## src/rtl/rv_pkg.sv

```systemverilog
// Shared RV32I decode types, opcode encodings and the instruction-field decoder.
// Build option: define RV_M_EXT_EN to add the M-extension ALU operations.
package rv_pkg;

  localparam logic [6:0] OPCODE_LUI    = 7'b0110111;
  localparam logic [6:0] OPCODE_AUIPC  = 7'b0010111;
  localparam logic [6:0] OPCODE_JAL    = 7'b1101111;
  localparam logic [6:0] OPCODE_JALR   = 7'b1100111;
  localparam logic [6:0] OPCODE_BRANCH = 7'b1100011;
  localparam logic [6:0] OPCODE_LOAD   = 7'b0000011;
  localparam logic [6:0] OPCODE_STORE  = 7'b0100011;
  localparam logic [6:0] OPCODE_OP_IMM = 7'b0010011;
  localparam logic [6:0] OPCODE_OP     = 7'b0110011;

  typedef enum logic [3:0] {
    CLS_ALU_R, CLS_ALU_I, CLS_LOAD, CLS_STORE, CLS_BRANCH,
    CLS_JAL, CLS_JALR, CLS_LUI, CLS_AUIPC
  } op_class_e;

  typedef enum logic [4:0] {
    ALU_ADD, ALU_SUB, ALU_SLL, ALU_SLT, ALU_SLTU, ALU_XOR, ALU_SRL, ALU_SRA,
    ALU_OR, ALU_AND, ALU_EQ, ALU_NE, ALU_LT, ALU_GE, ALU_LTU, ALU_GEU,
    ALU_B, ALU_H, ALU_W, ALU_BU, ALU_HU
`ifdef RV_M_EXT_EN
    , ALU_MUL, ALU_MULH, ALU_MULHSU, ALU_MULHU, ALU_DIV, ALU_DIVU, ALU_REM, ALU_REMU
`endif
  } alu_op_e;

  typedef enum logic [2:0] {
    IMM_I, IMM_S, IMM_B, IMM_U, IMM_J, IMM_SHAMT, IMM_NONE
  } imm_fmt_e;

  typedef struct packed {
    logic [4:0] rd;
    logic [4:0] rs1;
    logic [4:0] rs2;
    alu_op_e    alu_op;
    op_class_e  cls;
    logic       rd_we;
    logic       illegal;
  } dec_t;

  localparam dec_t DEC_RESET = '{rd: 5'd0, rs1: 5'd0, rs2: 5'd0, alu_op: ALU_ADD,
                                 cls: CLS_ALU_I, rd_we: 1'b0, illegal: 1'b0};

  function automatic dec_t rv_decode(input logic [31:0] instr, output imm_fmt_e fmt);
    dec_t       d;
    logic [2:0] f3;
    logic [6:0] f7;
    logic       writes;
    f3        = instr[14:12];
    f7        = instr[31:25];
    d.rd      = instr[11:7];
    d.rs1     = instr[19:15];
    d.rs2     = instr[24:20];
    d.alu_op  = ALU_ADD;
    d.cls     = CLS_ALU_I;
    d.illegal = 1'b0;
    fmt       = IMM_I;
    writes    = 1'b1;
    case (instr[6:0])
      OPCODE_LUI:   begin d.cls = CLS_LUI;   fmt = IMM_U; end
      OPCODE_AUIPC: begin d.cls = CLS_AUIPC; fmt = IMM_U; end
      OPCODE_JAL:   begin d.cls = CLS_JAL;   fmt = IMM_J; end
      OPCODE_JALR:  begin d.cls = CLS_JALR;  d.illegal = (f3 != 3'b000); end
      OPCODE_BRANCH: begin
        d.cls = CLS_BRANCH; fmt = IMM_B; writes = 1'b0;
        case (f3)
          3'b000:  d.alu_op = ALU_EQ;
          3'b001:  d.alu_op = ALU_NE;
          3'b100:  d.alu_op = ALU_LT;
          3'b101:  d.alu_op = ALU_GE;
          3'b110:  d.alu_op = ALU_LTU;
          3'b111:  d.alu_op = ALU_GEU;
          default: d.illegal = 1'b1;
        endcase
      end
      OPCODE_LOAD: begin
        d.cls = CLS_LOAD;
        case (f3)
          3'b000:  d.alu_op = ALU_B;
          3'b001:  d.alu_op = ALU_H;
          3'b010:  d.alu_op = ALU_W;
          3'b100:  d.alu_op = ALU_BU;
          3'b101:  d.alu_op = ALU_HU;
          default: d.illegal = 1'b1;
        endcase
      end
      OPCODE_STORE: begin
        d.cls = CLS_STORE; fmt = IMM_S; writes = 1'b0;
        case (f3)
          3'b000:  d.alu_op = ALU_B;
          3'b001:  d.alu_op = ALU_H;
          3'b010:  d.alu_op = ALU_W;
          default: d.illegal = 1'b1;
        endcase
      end
      OPCODE_OP_IMM: begin
        case (f3)
          3'b000: d.alu_op = ALU_ADD;
          3'b010: d.alu_op = ALU_SLT;
          3'b011: d.alu_op = ALU_SLTU;
          3'b100: d.alu_op = ALU_XOR;
          3'b110: d.alu_op = ALU_OR;
          3'b111: d.alu_op = ALU_AND;
          3'b001: begin d.alu_op = ALU_SLL; fmt = IMM_SHAMT; d.illegal = (f7 != 7'b0000000); end
          default: begin
            d.alu_op  = instr[30] ? ALU_SRA : ALU_SRL;
            fmt       = IMM_SHAMT;
            d.illegal = (f7 != 7'b0000000) && (f7 != 7'b0100000);
          end
        endcase
      end
      OPCODE_OP: begin
        d.cls = CLS_ALU_R; fmt = IMM_NONE;
        if (f7 == 7'b0000000 || f7 == 7'b0100000) begin
          case (f3)
            3'b000: d.alu_op = instr[30] ? ALU_SUB : ALU_ADD;
            3'b001: d.alu_op = ALU_SLL;
            3'b010: d.alu_op = ALU_SLT;
            3'b011: d.alu_op = ALU_SLTU;
            3'b100: d.alu_op = ALU_XOR;
            3'b101: d.alu_op = instr[30] ? ALU_SRA : ALU_SRL;
            3'b110: d.alu_op = ALU_OR;
            3'b111: d.alu_op = ALU_AND;
          endcase
          // only ADD and SRL have a funct7 = 0100000 variant
          d.illegal = instr[30] && (f3 != 3'b000) && (f3 != 3'b101);
        end
`ifdef RV_M_EXT_EN
        else if (f7 == 7'b0000001) begin
          case (f3)
            3'b000: d.alu_op = ALU_MUL;
            3'b001: d.alu_op = ALU_MULH;
            3'b010: d.alu_op = ALU_MULHSU;
            3'b011: d.alu_op = ALU_MULHU;
            3'b100: d.alu_op = ALU_DIV;
            3'b101: d.alu_op = ALU_DIVU;
            3'b110: d.alu_op = ALU_REM;
            3'b111: d.alu_op = ALU_REMU;
          endcase
        end
`endif
        else begin
          d.illegal = 1'b1;
        end
      end
      default: d.illegal = 1'b1;
    endcase
    if (d.illegal) begin
      d.cls    = CLS_ALU_I;
      d.alu_op = ALU_ADD;
      fmt      = IMM_NONE;
    end
    d.rd_we = writes && !d.illegal && (d.rd != 5'd0);
    return d;
  endfunction

endpackage

```

## src/rtl/rv_imm_gen.sv

```systemverilog
// Combinational immediate extraction for the RV32I formats, sign-extended to XLEN.
module rv_imm_gen import rv_pkg::*; #(
  parameter int unsigned XLEN = 32
) (
  input  logic [31:0]     instr_i,
  input  imm_fmt_e        fmt_i,
  output logic [XLEN-1:0] imm_o
);
  logic [31:0] raw;

  always_comb begin
    raw = '0;
    case (fmt_i)
      IMM_I:     raw = {{20{instr_i[31]}}, instr_i[31:20]};
      IMM_S:     raw = {{20{instr_i[31]}}, instr_i[31:25], instr_i[11:7]};
      IMM_B:     raw = {{19{instr_i[31]}}, instr_i[31], instr_i[7], instr_i[30:25],
                        instr_i[11:8], 1'b0};
      IMM_U:     raw = {instr_i[31:12], 12'b0};
      IMM_J:     raw = {{11{instr_i[31]}}, instr_i[31], instr_i[19:12], instr_i[20],
                        instr_i[30:21], 1'b0};
      IMM_SHAMT: raw = {27'b0, instr_i[24:20]};
      default:   raw = '0;
    endcase
    // raw is already correct as a signed 32-bit value; widen for XLEN = 64
    imm_o = XLEN'($signed(raw));
  end
endmodule

```

## src/rtl/rv_decode_stage.sv

```systemverilog
// Registered RV32I decode stage: valid/ready on both sides, optional skid slot, flush.
// Build option: define RV_M_EXT_EN to decode the M extension.
module rv_decode_stage import rv_pkg::*; #(
  parameter int unsigned XLEN  = 32,
  parameter int unsigned TAG_W = 4,
  parameter int unsigned SKID  = 1
) (
  input  logic             clk,
  input  logic             rst_n,
  input  logic             flush,
  input  logic             in_valid,
  output logic             in_ready,
  input  logic [31:0]      in_instr,
  input  logic [XLEN-1:0]  in_pc,
  input  logic [TAG_W-1:0] in_tag,
  output logic             out_valid,
  input  logic             out_ready,
  output logic [XLEN-1:0]  out_pc,
  output logic [TAG_W-1:0] out_tag,
  output logic [4:0]       out_rd,
  output logic [4:0]       out_rs1,
  output logic [4:0]       out_rs2,
  output logic [XLEN-1:0]  out_imm,
  output alu_op_e          out_alu_op,
  output op_class_e        out_class,
  output logic             out_rd_we,
  output logic             out_illegal
);
  localparam bit HAS_SKID = (SKID != 0);

  dec_t             in_dec;
  imm_fmt_e         in_fmt;
  logic [XLEN-1:0]  in_imm;

  logic             m_valid_q, m_valid_d, s_valid_q, s_valid_d;
  dec_t             m_dec_q, s_dec_q;
  logic [XLEN-1:0]  m_pc_q, s_pc_q, m_imm_q, s_imm_q;
  logic [TAG_W-1:0] m_tag_q, s_tag_q;
  logic             m_free, accept, load_m_in, load_m_s, load_s;

  always_comb in_dec = rv_decode(in_instr, in_fmt);

  rv_imm_gen #(.XLEN(XLEN)) u_imm_gen (
    .instr_i (in_instr),
    .fmt_i   (in_fmt),
    .imm_o   (in_imm)
  );

  assign in_ready = HAS_SKID ? !s_valid_q : (!m_valid_q || out_ready);
  assign m_free   = !m_valid_q || out_ready;
  assign accept   = in_valid && in_ready;

  // S is only ever occupied while M is held, so it refills M before any new input
  always_comb begin
    m_valid_d = m_valid_q;
    s_valid_d = s_valid_q;
    load_m_in = 1'b0;
    load_m_s  = 1'b0;
    load_s    = 1'b0;
    if (flush) begin
      m_valid_d = 1'b0;
      s_valid_d = 1'b0;
    end else if (m_free) begin
      if (s_valid_q) begin
        load_m_s  = 1'b1;
        m_valid_d = 1'b1;
        s_valid_d = 1'b0;
      end else begin
        load_m_in = accept;
        m_valid_d = accept;
      end
    end else if (accept) begin
      load_s    = 1'b1;
      s_valid_d = 1'b1;
    end
  end

  always_ff @(posedge clk or negedge rst_n) begin
    if (!rst_n) begin
      m_valid_q <= 1'b0;
      s_valid_q <= 1'b0;
      m_dec_q   <= DEC_RESET;
      s_dec_q   <= DEC_RESET;
      m_pc_q    <= '0;
      s_pc_q    <= '0;
      m_imm_q   <= '0;
      s_imm_q   <= '0;
      m_tag_q   <= '0;
      s_tag_q   <= '0;
    end else begin
      m_valid_q <= m_valid_d;
      s_valid_q <= s_valid_d;
      if (load_m_in) begin
        m_dec_q <= in_dec;
        m_pc_q  <= in_pc;
        m_imm_q <= in_imm;
        m_tag_q <= in_tag;
      end else if (load_m_s) begin
        m_dec_q <= s_dec_q;
        m_pc_q  <= s_pc_q;
        m_imm_q <= s_imm_q;
        m_tag_q <= s_tag_q;
      end
      if (load_s) begin
        s_dec_q <= in_dec;
        s_pc_q  <= in_pc;
        s_imm_q <= in_imm;
        s_tag_q <= in_tag;
      end
    end
  end

  assign out_valid   = m_valid_q;
  assign out_pc      = m_pc_q;
  assign out_tag     = m_tag_q;
  assign out_imm     = m_imm_q;
  assign out_rd      = m_dec_q.rd;
  assign out_rs1     = m_dec_q.rs1;
  assign out_rs2     = m_dec_q.rs2;
  assign out_alu_op  = m_dec_q.alu_op;
  assign out_class   = m_dec_q.cls;
  assign out_rd_we   = m_dec_q.rd_we;
  assign out_illegal = m_dec_q.illegal;
endmodule

```

## config.mk

```make
export PLATFORM = sky130hd
export DESIGN_NAME = rv_decode_stage
export DESIGN_NICKNAME = d
export VERILOG_FILES = /design/src/rtl/rv_pkg.sv /design/src/rtl/rv_imm_gen.sv /design/src/rtl/rv_decode_stage.sv
export SDC_FILE = /design/constraint.sdc
export NUM_CORES = 1
export LEC_CHECK = 0
export ABC_CLOCK_PERIOD_IN_PS = 2450
export BUFFER_PORTS_ARGS = -buffer_cell sky130_fd_sc_hd__buf_4
export CAP_MARGIN = 20
export CELL_PAD_IN_SITES_DETAIL_PLACEMENT = 0
export CELL_PAD_IN_SITES_GLOBAL_PLACEMENT = 1
export CORE_UTILIZATION = 42
export CTS_CLUSTER_DIAMETER = 200
export DETAILED_ROUTE_END_ITERATION = 16
export PLACE_DENSITY = 0.89
export RECOVER_POWER = 50
export SLEW_MARGIN = 10
export SYNTH_ARGS = -nofsm -noshare
export SYNTH_HDL_FRONTEND = slang
export SYNTH_SLANG_ARGS = --single-unit
```

## constraint.sdc

```tcl
create_clock -name clk -period 2.45 [get_ports clk]
set_clock_uncertainty 0.15 [all_clocks]
set_input_delay 0.49 -clock clk [delete_from_list [all_inputs] [get_ports clk]]
set_output_delay 0.49 -clock clk [all_outputs]
set_load 0.01 [all_outputs]
```

==> results.toml <==
[yosys]
synth.area.top_cells = "dfrtp_1 (54%), nand2_1 (11%), o21ai_0 (7.2%)"
avgSynthCellArea_um2 = 8.92
yosys_warnings = 0
yosys-top-cells-count = "nand2_1 (259), dfrtp_1 (188), o21ai_0 (125)"
ys_seq_elements = 190
syn-num-nets = 1045
synth_edf_count = 0
synth_cell_types = 58
synth_area_um2 = 8640
yosysMostFrequentCell = "nand2_1"
ys.flop_type = "dfrtp_1"
synth_cells = 968
synthArstFlopShare = 1.00
synth_top_area_cell = "dfrtp_1"
synth_top_area_share = 0.545
synth-seq-area-share = 0.551

[critical_path]
crit_start = "in_instr[13]"
cp-end-kind = "flip-flop"
cp_max_fo = 19
path_class = "in -> reg"
arrival_ps = 2460
worst_ep_required_time_ps = 2570
r2r-start = "out_valid"
setup.worst_path.start_class = "primary input"

[sta]
holdWs_ps = 105
worst_pin_slew_ps = 1480
finalMaxSlewViolations = 0
finalSetupViolations = 0
fin_ws_ps = 114
min_period_ps = 2340
max_freq_mhz = 428
post-route-period-util = 0.954
slew_headroom = 0.0116
hold_violations = 0
grt_setup_unrepaired = "false"

[die]
ios = 169
start_util = 0.428
die_w_um = 145
die_h_um = 145
core_um2 = 20200
rows = 52
dieArea_um2 = 21100

[final_layout]
multi_input_area_um2 = 3600
synthToLayoutAreaGrowth_pct = 28.4
layout.nets = 1234
drive_above_1_share = 0.213
regArea_um2 = 4760
diodes = 0
final_cell_count_no_fill = 1440
fillers = 1903

[pwr]
swShare = 0.298
p_int_mw = 5.98
p_leak_nw = 5.02
p_seq_frac = 0.481
p_clk_frac = 0.310
power_density_nw_per_um2 = 769
peakVddDrop_v = 0.000468
p_total_mw = 8.53
switchingPower_mw = 2.55
power_frac_comb = 0.208

[drt]
postRouteAntennaNets = 0
first_pass_iters = 5
vias = 7838
drt-vias-per-instance = 5.44
drc = 0
wl_mm = 25.3
wire_per_inst_um = 17.5
dr.first_iter.drc_count = 497

[outcome]
status = "finished, final reports clean"

[hold_path]
min_path_type = "in -> reg"
hold_path_startpoint = "in_pc[28]"

[global_route]
antenna_found_initial = 0
grt_max_degree = 65
grt_usage = 0.243
grt_pass1_vias = 7684
grt_pass1_wl_mm = 40.9
globalRouteOverflowTotal = 0

[place]
place_congestion = 0.874
placedCellCount = 1407
place_worst_setup_slack_ps = -255
dp_hpwl_mm = 17.4
io_buffer_count = 168

[clock_network]
clk_pin_slew_worst_paths_ps = 70
numCtsBuffers = 17
clockBufferDepth = 2
numClockSinks = 190
clk_latency_ps = 430
cts_root_buf = "clkbuf_16"
htree_levels = 4
post_cts_resize_count = 0
cts_tree = "built"

[run]
drv_cap = 0
## per-layer routing
layer,part of all wire,track usage
met5,0,0
met4,0.018,0.0842
met3,0.053,0.0382
met2,0.47,0.393
met1,0.46,0.334
## power groups by stage
stage / registers (mW) / clock network, mW / logic, mW
global route: 4.19 / 2.83 / 1.98
finish: 4.11 / 2.65 / 1.78
floorplan: 4.24 / 0 / 0.768
detailed placement: 4.17 / 0 / 1.91
global placement: 4.14 / 0 / 1.87
CTS: 4.11 / 2.70 / 1.92
## critical path: stages
cell and delay, ps:
buf_4 120, inv_2 50, ha_4 150, or4_1 420
o2bb2ai_1 140, a211oi_1 80, o211a_4 300, a31oi_4 540
a21oi_1 170
## flip-flops by register name, summed over array words and instances (netlist names), 5 cells and up
name / flops
out_alu_op: 5
s_imm_q: 32
out_rs1: 5
out_imm: 32
out_pc: 32
s_pc_q: 32
out_rd: 5
out_rs2: 5
s_dec_q: 26
## path summary, 6_finish.rpt
path,depth (start not counted),endpoint,slack [ps]
hold / removal,3,s_pc_q[28],110
hold reg to reg,2,s_dec_q[20],330
max in group asynchronous,3,out_rd[1],310
setup reg to reg,5,out_imm[29],290
setup / recovery,9,out_imm[29],110
min in group asynchronous,2,out_pc[8],830
## stage by stage
stage / cell area, µm² / util / TNS [ps]
after floorplan: 8650 / - / 0
final: 11100 / 0.550 / 0
after global routing: 11100 / 0.550 / 0
after detailed placement: 10700 / 0.532 / -11500
after global placement: 10700 / 0.532 / -10030
after CTS: 11300 / 0.560 / 0
## cells in the final DEF, fill, tap and decap left out, drive strengths merged, types with 4 or more instances in the layout
| master | Yosys | routed |
|---|---|---|
| a22o | 5 | 5 |
| nand4 | 7 | 7 |
| ha | 4 | 4 |
| inv | 4 | 8 |
| nand2b | 6 | 6 |
| o31ai | 4 | 4 |
| nor2b | 9 | 9 |
| buf | 11 | 195 |
| and3 | 4 | 4 |
| nand3 | 6 | 6 |
| clkbuf | 65 | 70 |
| or3 | 39 | 39 |
| nand2 | 259 | 259 |
| nor2 | 33 | 33 |
| a21oi | 60 | 60 |
| a31oi | 26 | 26 |
| o22ai | 52 | 52 |
| o21ai | 127 | 127 |
| a211oi | 4 | 4 |
| o211ai | 4 | 4 |
| nor3 | 9 | 9 |
| dfrtp | 188 | 188 |
| or4 | 4 | 4 |
| clkinv | 0 | 5 |
## logic make-up (layout without fill, tap and decap cells)
kind of cell	Yosys count	in the layout	synth area share
AND/OR/NAND/NOR	389	389	0.199
AO/OA/AOI/OAI	301	301	0.202
flip-flops	190	190	0.551
buffers and inverters	80	282	0.0369
adder cells (fa/ha/maj)	4	4	0.00580
multiplexers	3	3	0.00377
XOR/XNOR	1	1	0.00101
## layout make-up
type | count | share of cell area
Sequential cell | 190 | 0.429
Multi-Input combinational cell | 698 | 0.325
Timing Repair Buffer | 246 | 0.164
Clock buffer | 20 | 0.0403
Tap cell | 270 | 0.0305
Clock inverter | 12 | 0.00982
Inverter | 4 | 0.00135
## what timing repair did
| item | 4_1_cts | 5_1_grt |
|---|---|---|
| endpoints found under the hold margin | 55 | 0 |
| buffers inserted | 0 | 0 |
| hold buffers | 1 | 0 |
Note: power is estimated with default switching activity, not from simulation.
